File: src/rtl/pwm_ctrl_pkg.sv
// Shared types and constants for the PWM duty sequencer: FSM state/phase enums,
// duty width, default parameters and the request clamp helper.
package pwm_ctrl_pkg;

  localparam int unsigned DUTY_W = 4;
  localparam int unsigned GAP_W  = 8;

  localparam int unsigned DefaultMaxDuty  = 10;
  localparam int unsigned DefaultInitDuty = 5;
  localparam int unsigned DefaultStepGap  = 10;

  typedef enum logic [2:0] {
    StCalDn,
    StCalUp,
    StIdle,
    StPulse,
    StGap
  } seq_state_e;

  // Which loop a GAP belongs to, so the end of the gap knows where to return.
  typedef enum logic [1:0] {
    PhCalDn,
    PhCalUp,
    PhRun
  } seq_phase_e;

  function automatic logic [DUTY_W-1:0] clamp_duty(input logic [DUTY_W-1:0] req,
                                                   input logic [DUTY_W-1:0] max_duty);
    return (req > max_duty) ? max_duty : req;
  endfunction

endpackage

File: src/rtl/step_timer.sv
// Gap counter: after a start pulse it runs for len cycles and pulses done on the
// last of them. Shared by the calibration and stepping loops.
module step_timer
  import pwm_ctrl_pkg::*;
#(
  parameter int unsigned LenW = GAP_W
) (
  input  logic            clk_i,
  input  logic            rst_i,
  input  logic            start_i,
  input  logic [LenW-1:0] len_i,
  output logic            done_o
);

  logic [LenW-1:0] cnt_q, cnt_d;
  logic            run_q, run_d;

  always_comb begin
    cnt_d = cnt_q;
    run_d = run_q;
    if (start_i) begin
      // A zero length behaves as one cycle so the sequencer can never stall.
      cnt_d = (len_i == '0) ? '0 : len_i - LenW'(1);
      run_d = 1'b1;
    end else if (run_q) begin
      if (cnt_q == '0) begin
        run_d = 1'b0;
      end else begin
        cnt_d = cnt_q - LenW'(1);
      end
    end
  end

  always_ff @(posedge clk_i) begin
    if (rst_i) begin
      cnt_q <= '0;
      run_q <= 1'b0;
    end else begin
      cnt_q <= cnt_d;
      run_q <= run_d;
    end
  end

  assign done_o = run_q && (cnt_q == '0);

endmodule

File: src/rtl/pwm_duty_sequencer.sv
// Drives a PWM generator's duty through single-cycle inc/dec pulses separated by
// fixed gaps, after calibrating it down to zero and back up to the initial duty.
module pwm_duty_sequencer
  import pwm_ctrl_pkg::*;
#(
  parameter int unsigned MAX_DUTY  = DefaultMaxDuty,
  parameter int unsigned INIT_DUTY = DefaultInitDuty,
  parameter int unsigned STEP_GAP  = DefaultStepGap
) (
  input  logic              clk_i,
  input  logic              rst_i,
  input  logic              tgt_valid_i,
  input  logic [DUTY_W-1:0] tgt_duty_i,
  output logic              tgt_ready_o,
  output logic              inc_o,
  output logic              dec_o,
  output logic [DUTY_W-1:0] duty_o,
  output logic              busy_o,
  output logic              cal_done_o,
  output logic              clamped_o
);

  localparam logic [DUTY_W-1:0] MaxDutyL  = DUTY_W'(MAX_DUTY);
  localparam logic [DUTY_W-1:0] InitDutyL =
      (INIT_DUTY > MAX_DUTY) ? DUTY_W'(MAX_DUTY) : DUTY_W'(INIT_DUTY);
  localparam logic [GAP_W-1:0]  GapLen    = GAP_W'(STEP_GAP);

  seq_state_e        state_q, state_d;
  seq_phase_e        phase_q, phase_d;
  logic [DUTY_W-1:0] duty_q, duty_d;
  logic [DUTY_W-1:0] target_q, target_d;
  logic              inc_q, inc_d;
  logic              dec_q, dec_d;
  logic              clamped_q, clamped_d;
  logic              cal_done_q, cal_done_d;
  logic              ready_q, ready_d;
  logic              busy_q, busy_d;

  logic              handshake;
  logic [DUTY_W-1:0] req_duty;
  logic              is_pulse;
  logic              step_up;
  logic              step_dn;
  logic              gap_done;

  assign handshake = tgt_valid_i && ready_q;
  assign req_duty  = clamp_duty(tgt_duty_i, MaxDutyL);
  assign is_pulse  = (state_q == StCalDn) || (state_q == StCalUp) || (state_q == StPulse);
  assign step_up   = (state_q == StCalUp) || ((state_q == StPulse) && (target_q > duty_q));
  assign step_dn   = ((state_q == StCalDn) && (duty_q != '0)) ||
                     ((state_q == StPulse) && (target_q < duty_q));

  step_timer #(
    .LenW(GAP_W)
  ) u_gap_timer (
    .clk_i  (clk_i),
    .rst_i  (rst_i),
    .start_i(is_pulse),
    .len_i  (GapLen),
    .done_o (gap_done)
  );

  // State register.
  always_ff @(posedge clk_i) begin
    if (rst_i) begin
      state_q <= StCalDn;
      phase_q <= PhCalDn;
    end else begin
      state_q <= state_d;
      phase_q <= phase_d;
    end
  end

  // Next-state logic. duty_q already holds the post-pulse value when a gap ends.
  always_comb begin
    state_d = state_q;
    phase_d = phase_q;
    case (state_q)
      StCalDn, StCalUp, StPulse: state_d = StGap;
      StIdle: begin
        if (handshake && (req_duty != duty_q)) begin
          state_d = StPulse;
        end
      end
      StGap: begin
        if (gap_done) begin
          case (phase_q)
            PhCalDn: begin
              if (duty_q != '0) begin
                state_d = StCalDn;
              end else if (InitDutyL != '0) begin
                state_d = StCalUp;
                phase_d = PhCalUp;
              end else begin
                state_d = StIdle;
                phase_d = PhRun;
              end
            end
            PhCalUp: begin
              if (duty_q != InitDutyL) begin
                state_d = StCalUp;
              end else begin
                state_d = StIdle;
                phase_d = PhRun;
              end
            end
            default: state_d = (duty_q != target_q) ? StPulse : StIdle;
          endcase
        end
      end
      default: begin
        state_d = StCalDn;
        phase_d = PhCalDn;
      end
    endcase
  end

  // Output and datapath next values; every output leaves through a flop.
  always_comb begin
    duty_d    = duty_q;
    target_d  = target_q;
    clamped_d = 1'b0;
    inc_d     = step_up;
    dec_d     = step_dn;
    if (step_up) begin
      duty_d = duty_q + DUTY_W'(1);
    end else if (step_dn) begin
      duty_d = duty_q - DUTY_W'(1);
    end
    if (handshake) begin
      target_d  = req_duty;
      clamped_d = tgt_duty_i > MaxDutyL;
    end
    ready_d    = (state_d == StIdle);
    busy_d     = !ready_d;
    cal_done_d = cal_done_q || ready_d;
  end

  always_ff @(posedge clk_i) begin
    if (rst_i) begin
      duty_q     <= MaxDutyL;
      target_q   <= InitDutyL;
      inc_q      <= 1'b0;
      dec_q      <= 1'b0;
      clamped_q  <= 1'b0;
      cal_done_q <= 1'b0;
      ready_q    <= 1'b0;
      busy_q     <= 1'b1;
    end else begin
      duty_q     <= duty_d;
      target_q   <= target_d;
      inc_q      <= inc_d;
      dec_q      <= dec_d;
      clamped_q  <= clamped_d;
      cal_done_q <= cal_done_d;
      ready_q    <= ready_d;
      busy_q     <= busy_d;
    end
  end

  assign tgt_ready_o = ready_q;
  assign inc_o       = inc_q;
  assign dec_o       = dec_q;
  assign duty_o      = duty_q;
  assign busy_o      = busy_q;
  assign cal_done_o  = cal_done_q;
  assign clamped_o   = clamped_q;

  // Downstream synchroniser/edge detector needs a low cycle between pulses.
  a_pulse_excl : assert property (@(posedge clk_i) disable iff (rst_i) !(inc_q && dec_q));
  a_pulse_gap  : assert property (@(posedge clk_i) disable iff (rst_i)
                                  (inc_q || dec_q) |=> !(inc_q || dec_q));
  a_duty_range : assert property (@(posedge clk_i) disable iff (rst_i) duty_q <= MaxDutyL);

endmodule
File: config.mk
export PLATFORM = sky130hd
export DESIGN_NAME = pwm_duty_sequencer
export DESIGN_NICKNAME = d
export VERILOG_FILES = /design/src/rtl/pwm_ctrl_pkg.sv /design/src/rtl/step_timer.sv /design/src/rtl/pwm_duty_sequencer.sv
export SDC_FILE = /design/constraint.sdc
export NUM_CORES = 1
export LEC_CHECK = 0
export ABC_AREA = 0
export BUFFER_PORTS_ARGS = -buffer_cell sky130_fd_sc_hd__buf_2
export CORE_MARGIN = 8
export CORE_UTILIZATION = 40
export DETAILED_ROUTE_END_ITERATION = 16
export PLACE_DENSITY = 0.6
export SLEW_MARGIN = 5
export SYNTH_ARGS = -nofsm -noshare
export SYNTH_HDL_FRONTEND = slang
export SYNTH_SLANG_ARGS = --single-unit
File: constraint.sdc
create_clock -name clk_i -period 3.9 [get_ports clk_i]
set_clock_uncertainty 0.05 [all_clocks]
set_input_delay 0.195 -clock clk_i [delete_from_list [all_inputs] [get_ports clk_i]]
set_output_delay 0.195 -clock clk_i [all_outputs]
set_load 0.02 [all_outputs]
==> results of run 1 <==
worst min-delay path, stage by stage:
cell and delay [ps]:
buf_2 110, nand3_1 70, a21oi_1 50
cells in the final DEF, fill, tap and decap left out, drive strengths merged, types with 4 or more instances in the layout:
| cell type | instances |
|---|---|
| inv | 14 |
| nand2b | 5 |
| nand2 | 9 |
| xnor2 | 7 |
| a21o | 4 |
| o21ai | 6 |
| nor2 | 19 |
| dfxtp | 28 |
| ha | 8 |
| nor3 | 4 |
| a21oi | 15 |
| clkbuf | 4 |
| nor4 | 4 |
| and3 | 4 |
| buf | 16 |
state kept, by name (all words and copies together), names as in the netlist:
name               cells
duty_o                 4
phase_q                2
tgt_ready_o            1
clamped_o              1
target_q               4
u_gap_timer.cnt_q      8
inc_o                  1
dec_o                  1
busy_o                 1
state_q                3
u_gap_timer.run_q      1
cal_done_o             1
cell type report:
cell class | count | area, sq um
Tap cell | 48 | 60.06
Fill cell | 379 | 1954
Clock buffer | 4 | 55.05
Inverter | 14 | 52.55
Multi-Input combinational cell | 125 | 870.8
Timing Repair Buffer | 16 | 80.08
Sequential cell | 28 | 560.5
power by group through the flow:
stage	Clock, mW	Combinational [mW]	Sequential, mW
2_1_floorplan	0	0.0989	0.329
3_3_place_gp	0	0.131	0.329
3_5_place_dp	0	0.135	0.330
4_1_cts	0.183	0.136	0.323
5_1_grt	0.192	0.152	0.327
6_report	0.178	0.136	0.324
metrics by stage:
stage | hold slack, ps | cell area (sq um) | power, mW | util, % | instances
finish | 144.2 | 1679 | 0.6380 | 46.21 | 235
CTS | 147.0 | 1679 | 0.6427 | 46.21 | 235
global route | 155.8 | 1679 | 0.6700 | 46.21 | 235
detailed placement | 401.5 | 1624 | 0.4645 | 44.70 | 231
floorplan | 308.2 | 1500 | 0.4280 | - | 171
global placement | 394.9 | 1624 | 0.4596 | 44.70 | 231
layer usage:
| metal | vias to the layer above | global-route usage [%] |
|---|---|---|
| met2 | 23 | 17.78 |
| met5 | - | 0 |
| met3 | 5 | 1.748 |
| met4 | 0 | 3.774 |
| met1 | 584 | 14.57 |
| li1 | 653 | - |
final timing paths:
check | from | endpoint | slack (ps) | cells past startpoint
worst max register to register | duty_o[1] | duty_o[3] | 640 | 11
worst min-delay path | tgt_valid_i | target_q[3] | 140 | 3
worst min register to register | cal_done_o | cal_done_o | 420 | 1
worst max-delay path | duty_o[1] | duty_o[3] | 640 | 11
cells by family after synthesis:
family / after synthesis / synth area share [%]
buffers and inverters: 18 / 4.587
adder cells (fa/ha/maj): 9 / 8.007
flip-flops: 28 / 37.36
AO/OA/AOI/OAI: 43 / 19.60
multiplexers: 3 / 2.002
AND/OR/NAND/NOR: 61 / 23.19
XOR/XNOR: 9 / 5.255
==> impl_metrics.csv, run 1 <==
group,metric,value,unit
sta,slew_headroom,61.62,%
status,status,"complete, no violations",
logic_synthesis,synth_area,1500,sq um
detailed_routing,wl_per_cell,14.17,um
logic_synthesis,synth_top_area_share,37.36,%
clock_network,clk-insertion-delay-late,270,ps
global_routing,grt-ovfl-total,0,
detailed_routing,num_vias,1265,
pwr,p_leak,0.7153,nW
logic_synthesis,netlist_top_cells_count,"dfxtp_1 (28), nor2_1 (19), a21oi_1 (15)",
sta,finalMaxSlewViolations,0,
clock_network,clk_pin_slew_worst_paths,90,ps
logic_synthesis,yosysMostFrequentCell,"dfxtp_1",
global_routing,grt_max_degree,18,
logic_synthesis,synth_edf_count,0,
global_routing,antenna_found_initial,0,
worst_setup_path,crit_path_end_kind,"flip-flop",
sta,finalSetupViolCount,0,
pwr,internal_power,0.4480,mW
global_routing,grt_pass1_vias,1209,
sta,worstMarginPinSlew,561.2,ps
pwr,max-vdd-ir-drop,167.3,uV
global_routing,grt_pass1_wl,5.547,mm
clock_network,clkSinkCount,28,
worst_setup_path,cp_data_required_time,4060,ps
die,initial_core_util,41.29,%
logic_synthesis,synth_top_area_cell,"dfxtp_1",
sta,rsz0062_at_grt,"no",
pwr,powerDensity,379.9,nW/um^2
logic_synthesis,yosysSeqAreaShare,37.36,%
detailed_routing,wl,3.329,mm
global_routing,gr-usage-all-layers,11.07,%
die,rows,22,
detailed_routing,dr_wl_met3,128,um
cells_and_area,n_antenna_cell,0,
pwr,p_clk_share,27.9,%
pwr,power_frac_seq,50.7,%
clock_network,cts_hold_buf,0,
logic_synthesis,syn_area_per_cell,8.773,sq um
clock_network,cts_setup_buffers,0,
detailed_routing,maxUsedRoutingLayer,"met4",
die,die_x,77.24,um
placement,portBuffers,16,
clock_network,htreeDepth,1,
cells_and_area,finalNetCount,204,
sta,post-route-min-period,3257,ps
logic_synthesis,synthCells,171,
detailed_routing,vias_per_cell,5.383,
clock_network,numCtsBuffers,3,
die,die_y,77.24,um
worst_setup_path,critPathLaunchType,"flip-flop",
sta,worst_slack,643.2,ps
job,maxCapViolations,0,
sta,post-route-period-util,83.51,%
worst_setup_path,cp_slowest_cell,"dfxtp_1",
detailed_routing,wl_met1,1.675,mm
pwr,p_sw_share,29.77,%
placement,pre_cts_ws,706.4,ps
worst_setup_path,critPathTopFamily,"compound AO/OA/AOI/OAI gates",
logic_synthesis,synth.area.top_cells,"dfxtp_1 (37%), ha_1 (6.7%), a21oi_1 (5.0%)",
detailed_routing,route.met2.wl,1.480,mm
sta,hold_viol,0,
worst_hold_path,hold_class,"in -> reg",
logic_synthesis,synthArstFlopShare,0,%
die,dieArea,5966,sq um
worst_setup_path,crit_fanout,10,
clock_network,cts_resized,0,
worst_setup_path,crit_type,"reg -> reg",
logic_synthesis,yosysUniqueCellTypes,46,
worst_setup_path,slowest_delay,520,ps
die,design.core.area,3633,sq um
logic_synthesis,synth_warnings,0,
logic_synthesis,ys_seq_elements,28,
logic_synthesis,synth_ff_type,"dfxtp_1",
cells_and_area,synthToLayoutAreaGrowth,11.93,%
sta,tns,0,ps
detailed_routing,drt_first_pass_iters,4,
clock_network,ctsRootBufferMaster,"clkbuf_8",
cells_and_area,drive_above_1_share,13.90,%
sta,max_freq,0.3071,GHz
placement,dp_hpwl,2.528,mm
pwr,p_sw,0.1900,mW
clock_network,cts_buffer_depth,2,
detailed_routing,drt-initial-drc-count,100,
pwr,p_comb_share,21.3,%
logic_synthesis,syn-num-nets,187,
worst_setup_path,crit_top_cell,"ha_1",
die,ioPinCount,17,
clock_network,tritoncts,"yes",
worst_setup_path,cp_cell_sequence,"inv_1 > ha_1 > and4b_1 > a2111oi_0 > nand4bb_1 > ha_1 > a21o_1 > a21oi_1 > nand2b_1 > o22ai_1 > mux2i_1",
worst_setup_path,cp_num_buf_inv,1,
detailed_routing,drc,0,
detailed_routing,drtAntennaViolNets,0,
worst_setup_path,worstPathArrival,3420,ps
placement,place_congestion,0.8417,
Note: power is estimated with default switching activity, not from simulation.
==> run 2: changes to the inputs <==
Settings changed: ABC_AREA 0 to 1.
Clock period 3.9 ns to 3.32 ns, I/O delays scaled along.
==> impl_metrics.csv, run 2 <==
group,metric,value,unit
logic_synthesis,syn-num-nets,243,
worst_setup_path,crit_type,"reg -> reg",
pwr,max-vdd-ir-drop,332.4,uV
die,die_y,78.78,um
cells_and_area,fin_util,45.86,%
clock_network,ctsRootBufferMaster,"clkbuf_8",
pwr,total_power,0.8672,mW
logic_synthesis,synthCells,227,
worst_setup_path,timing.rr.end,"duty_o[3]",
sta,rsz0062_at_grt,"no",
pwr,p_sw_share,31.36,%
pwr,p_comb_share,24.2,%
worst_setup_path,r2r_slack,790,ps
clock_network,cts_resized,0,
sta,post-route-period-util,76.32,%
cells_and_area,layout_commonest_cell,"nand2_1",
sta,max_freq,0.3947,GHz
detailed_routing,drtAntennaViolNets,0,
logic_synthesis,synth.area.top_cells,"dfxtp_1 (36%), nand2_1 (15%), inv_1 (7.1%)",
logic_synthesis,synth_top_area_share,35.56,%
logic_synthesis,yosys.area_share.xor_xnor,3.889,%
worst_hold_path,whs_path_depth,3,
clock_network,clk_pin_slew_worst_paths,100,ps
logic_synthesis,syn_area_per_cell,6.945,sq um
logic_synthesis,yosysSeqAreaShare,35.56,%
logic_synthesis,yosysUniqueCellTypes,28,
worst_setup_path,critPathLaunchType,"flip-flop",
logic_synthesis,synth-compound-area-share,9.683,%
cells_and_area,drive_above_1_share,14.69,%
logic_synthesis,synth_top_area_cell,"dfxtp_1",
cells_and_area,regMostFlops,"u_gap_timer.cnt_q",
cells_and_area,largest_register_ffs,8,
clock_network,cts_hold_buf,0,
sta,tns,0,ps
clock_network,tritoncts,"yes",
detailed_routing,wl,3.338,mm
pwr,power_frac_seq,43.8,%
worst_setup_path,cp_data_required_time,3430,ps
die,dieArea,6206,sq um
worst_hold_path,hold_path_startpoint,"tgt_duty_i[3]",
worst_setup_path,crit_path_end_kind,"flip-flop",
worst_setup_path,crit_fanout,7,
detailed_routing,wl_per_cell,11.32,um
global_routing,grt_pass1_vias,1284,
clock_network,clkSinkCount,28,
global_routing,gr-usage-all-layers,11.57,%
placement,portBuffers,16,
worst_hold_path,hold_end,"target_q[3]",
worst_setup_path,worstPathArrival,2650,ps
job,maxCapViolations,0,
logic_synthesis,netlist_top_cells_count,"nand2_1 (64), inv_1 (30), dfxtp_1 (28)",
detailed_routing,drt_first_pass_iters,4,
status,status,"complete, no violations",
clock_network,cts_buffer_depth,2,
logic_synthesis,ys_seq_elements,28,
pwr,p_leak,0.8586,nW
die,die_x,78.78,um
sta,finalMaxSlewViolations,0,
logic_synthesis,synth_area,1577,sq um
logic_synthesis,synth_mux_area_share,0,%
global_routing,grt_max_degree,17,
logic_synthesis,yosys.area_share.simple,34.92,%
logic_synthesis,yosysMostFrequentCell,"nand2_1",
worst_setup_path,reg2reg_depth,18,
pwr,internal_power,0.5953,mW
clock_network,cts_setup_buffers,0,
cells_and_area,final_cell_mix,"nand2_1 (64), inv_1 (30), dfxtp_1 (28)",
pwr,powerDensity,486.7,nW/um^2
placement,dp_hpwl,2.538,mm
worst_setup_path,r2r-start,"duty_o[1]",
global_routing,grt-ovfl-total,0,
logic_synthesis,synth_warnings,0,
cells_and_area,synthToLayoutAreaGrowth,13.02,%
detailed_routing,vias_per_cell,4.783,
die,rows,23,
detailed_routing,drc,0,
pwr,p_sw,0.2719,mW
die,ioPinCount,17,
sta,post-route-min-period,2534,ps
clock_network,numCtsBuffers,3,
logic_synthesis,synth_edf_count,0,
cells_and_area,n_antenna_cell,0,
sta,slew_headroom,75.49,%
clock_network,htreeDepth,1,
cells_and_area,finalNetCount,262,
logic_synthesis,synthArstFlopShare,0,%
worst_hold_path,hold_class,"in -> reg",
pwr,p_clk_share,32.0,%
die,design.core.area,3885,sq um
sta,finalSetupViolCount,0,
detailed_routing,drt-initial-drc-count,50,
placement,place_congestion,0.8652,
sta,hold_viol,0,
logic_synthesis,synth_top_family_by_area,"simple AND/OR/NAND/NOR gates",
logic_synthesis,synth_fa_ha_area_share,7.619,%
die,initial_core_util,40.58,%
global_routing,antenna_found_initial,0,
logic_synthesis,synth_ff_type,"dfxtp_1",
detailed_routing,num_vias,1411,
global_routing,grt_pass1_wl,5.823,mm
clock_network,clk-insertion-delay-late,280,ps
sta,worstMarginPinSlew,367.2,ps
==> run 2: cell types whose count changed in the layout (fill, tap and decap cells not counted), sizes merged, moves of 3 or more <==
| cell | before | now |
|---|---|---|
| xor2 | 2 | 5 |
| nand4 | 1 | 4 |
| nand2 | 9 | 68 |
| mux2i | 3 | 0 |
| a21oi | 15 | 18 |
| and3 | 4 | 0 |
| inv | 14 | 32 |
| nand2b | 5 | 0 |
| nor2 | 19 | 26 |
| a21o | 4 | 0 |
| nor4 | 4 | 0 |
| nand3 | 3 | 19 |
| xnor2 | 7 | 2 |
| or3 | 3 | 0 |
==> run 2: worst max-delay path, cell delays in order, from the launching register on <==
cell and delay (ps):
dfxtp_1 470, inv_1 120, ha_1 330, nand2_1 60, nand2_1 50, nand2_1 60, nand2_1 50, nand3_1 80
nand2_2 120, inv_1 90, ha_1 320, nand2_1 80, nand2_1 40, a31oi_1 190, inv_1 60, nand2_1 80
nand2_1 50, nand2_1 50, nand3_1 60
==> run 2: cell type report <==
cell class              count  area [sq um]
fillers                   407          2103
clock inverters             1         30.03
multi-input cells         165         884.6
well taps                  50         62.56
inverters                  32         122.6
clock buffers               3         41.29
repair buffers             16         80.08
flip-flops and latches     28         560.5
==> run 2: worst max path at each step <==
stage	startpoint	end	slack, ps	cells past startpoint
floorplan	duty_o[1]	duty_o[3]	890	18
global placement	duty_o[1]	duty_o[3]	870	18
detailed placement	duty_o[1]	duty_o[3]	810	18
CTS	duty_o[1]	duty_o[3]	790	18
global route	duty_o[1]	duty_o[3]	530	18
finish	duty_o[1]	duty_o[3]	790	18
==> run 2: kinds of logic (layout without fill, tap and decap cells) <==
| family | Yosys count | count (layout) |
|---|---|---|
| AOI/OAI and AO/OA | 28 | 28 |
| xor gates and xnor gates | 7 | 7 |
| adders and majority gates | 9 | 9 |
| buffers and inverters | 34 | 52 |
| DFF | 28 | 28 |
| and+or+nand+nor | 121 | 121 |
==> run 2: routing by layer <==
metal  GRT usage [%]  up-vias  share of wire [%]
met3           2.935        4                2.4
met5               0        -                  0
li1                -      758                  -
met2           19.88       12                 49
met1           13.32      637                 47
met4           4.815        0                1.3
==> run 2: power by group through the flow <==
stage / logic (mW) / clock network [mW] / registers (mW)
after CTS: 0.212 / 0.286 / 0.380
after detailed placement: 0.211 / 0 / 0.388
after global placement: 0.212 / 0 / 0.387
after floorplan: 0.151 / 0 / 0.397
final: 0.209 / 0.277 / 0.380
after global routing: 0.242 / 0.304 / 0.384
==> run 2: stage by stage <==
stage	hold WS, ps	setup slack, ps	area (sq um)	instances
finish	119.0	786.3	1782	295
global route	112.2	533.1	1782	295
CTS	120.6	787.1	1782	295
detailed placement	387.8	806.7	1710	291
global placement	387.5	867.7	1710	291
floorplan	263.3	892.3	1577	227
==> run 3: changes to the inputs <==
Settings changed: PLACE_DENSITY 0.6 to 0.62.
Clock period 3.32 ns to 2.19 ns, I/O delays scaled along.
==> impl_metrics.csv, run 3 (synthesis results as in run 2) <==
group,metric,value,unit
placement,portBuffers,16,
detailed_routing,drt_first_pass_iters,4,
clock_network,ctsRootBufferMaster,"clkbuf_8",
sta,worst_slack,98.05,ps
die,ioPinCount,17,
clock_network,htreeDepth,1,
clock_network,clkSinkCount,28,
pwr,total_power,1.366,mW
detailed_routing,wl,3.521,mm
sta,max_freq,0.4780,GHz
sta,slew_headroom,75.66,%
cells_and_area,largest_register_ffs,8,
worst_setup_path,reg2reg_depth,18,
detailed_routing,num_vias,1463,
cells_and_area,drive_above_1_share,25.00,%
sta,post-route-period-util,95.52,%
worst_setup_path,timing.rr.end,"duty_o[3]",
sta,worstMarginPinSlew,364.7,ps
placement,place_congestion,0.8051,
die,die_y,78.78,um
sta,finalSetupViolCount,0,
worst_setup_path,crit_path_start,"duty_o[3]",
pwr,powerDensity,709.8,nW/um^2
cells_and_area,n_antenna_cell,0,
worst_setup_path,crit_path_end_kind,"flip-flop",
cells_and_area,finalNetCount,269,
sta,tns,0,ps
global_routing,grt_max_degree,17,
worst_setup_path,worstPathArrival,2210,ps
worst_setup_path,cp_cell_sequence,"inv_4 > ha_4 > nand2_2 > inv_2 > nand2_2 > nand2_1 > nand3_1 > nand2_2 > inv_2 > ha_4 > nand2_2 > nand2_2 > a31oi_4 > inv_2 > nand2_2 > nand2_1 > nand2_1 > nand3_1",
detailed_routing,drc,0,
clock_network,clk-insertion-delay-late,280,ps
cells_and_area,regMostFlops,"u_gap_timer.cnt_q",
worst_hold_path,whs_path_depth,3,
sta,post-route-min-period,2092,ps
die,die_x,78.78,um
placement,dp_hpwl,2.681,mm
worst_setup_path,crit_end,"duty_o[3]",
die,rows,23,
worst_setup_path,crit_fanout,3,
clock_network,numCtsBuffers,3,
cells_and_area,layout_commonest_cell,"nand2_1",
detailed_routing,drt-initial-drc-count,67,
worst_setup_path,crit_top_cell,"nand2_2",
sta,finalMaxSlewViolations,0,
sta,hold_viol,0,
cells_and_area,synthToLayoutAreaGrowth,22.06,%
die,dieArea,6206,sq um
worst_setup_path,critPathLaunchType,"flip-flop",
clock_network,tritoncts,"yes",
status,status,"complete, no violations",
pwr,p_leak,0.8868,nW
clock_network,cts_setup_buffers,0,
cells_and_area,fillers,407,
global_routing,antenna_found_initial,0,
global_routing,gr-usage-all-layers,11.79,%
die,design.core.area,3885,sq um
clock_network,cts_buffer_depth,2,
worst_setup_path,slowest_delay,370,ps
worst_setup_path,r2r-start,"duty_o[3]",
global_routing,grt_pass1_vias,1434,
detailed_routing,wl_per_cell,11.66,um
detailed_routing,drtAntennaViolNets,0,
placement,pre_cts_ws,5.187,ps
die,initial_core_util,40.58,%
worst_hold_path,hold_class,"in -> reg",
job,maxCapViolations,0,
global_routing,grt-ovfl-total,0,
worst_setup_path,crit_type,"reg -> reg",
worst_setup_path,cp_data_required_time,2310,ps
worst_setup_path,r2r_slack,100,ps
pwr,max-vdd-ir-drop,363.6,uV
detailed_routing,vias_per_cell,4.844,
global_routing,grt_pass1_wl,6.072,mm
clock_network,cts_hold_buf,0,
worst_setup_path,cp_slowest_cell,"dfxtp_4",
cells_and_area,final_cell_mix,"nand2_1 (59), dfxtp_1 (25), inv_1 (24), nand3_1 (18), nor2_1 (18)",
clock_network,clk_pin_slew_worst_paths,100,ps
[run 3: changes by cell type in the layout (fill, tap and decap cells not counted), moves of 3 or more]
cell / previous run / this run
nand2_2: 3 / 8
dfxtp_1: 28 / 25
nand2_1: 64 / 59
inv_1: 30 / 24
buf_4: 0 / 7
ha_4: 0 / 4
inv_2: 1 / 6
dfxtp_4: 0 / 3
ha_1: 8 / 4
[run 3: how the worst min path moves through the flow]
stage | slack, ps | from | endpoint
after floorplan | 210 | tgt_duty_i[3] | target_q[3]
after global placement | 360 | tgt_duty_i[3] | target_q[3]
after detailed placement | 370 | tgt_duty_i[3] | target_q[3]
after CTS | 60 | tgt_duty_i[3] | target_q[3]
after global routing | 70 | tgt_duty_i[3] | target_q[3]
final | 60 | tgt_duty_i[0] | target_q[0]
[run 3: cell type report]
cell class	count	area, sq um	area share [%]
inverters	32	125.1	6.502
well taps	50	62.56	3.251
flip-flops and latches	28	571.8	29.71
multi-input cells	165	965.9	50.19
clock buffers	4	66.31	3.446
repair buffers	23	132.6	6.892
[run 3: power by group]
group / leakage, nW / switching, mW / internal (mW)
registers: 0.229 / 0.0238 / 0.543
clock network: 0.0339 / 0.170 / 0.199
logic: 0.623 / 0.252 / 0.178
[run 3: per-layer routing]
layer | vias up | share of wire [%] | global-route usage, %
li1 | 776 | - | -
met1 | 665 | 44 | 12.89
met2 | 17 | 52 | 21.38
met3 | 5 | 2.1 | 1.806
met4 | 0 | 1.8 | 6.296
met5 | - | 0 | 0
[run 3: timing repair]
item	CTS	global route
resized for setup	2	16
setup endpoints to repair	1	3
pin swaps	0	9
[run 3: worst max-delay path, delay by kind of cell, from the launching register on]
kind | cells | cell delay (ps)
buffers and inverters | 4 | 210
AO/OA/AOI/OAI | 1 | 150
flip-flops | 1 | 370
adder cells (fa/ha/maj) | 2 | 530
AND/OR/NAND/NOR | 11 | 660
[run 3: per-stage QoR]
stage | cells | hold slack, ps | utilization, % | cell area [sq um]
after floorplan | 227 | 206.8 | - | 1600
after global placement | 298 | 363.8 | 45.99 | 1787
after detailed placement | 298 | 367.7 | 45.99 | 1787
after CTS | 302 | 58.91 | 47.79 | 1857
after global routing | 302 | 72.74 | 49.53 | 1924
final | 302 | 60.73 | 49.53 | 1924
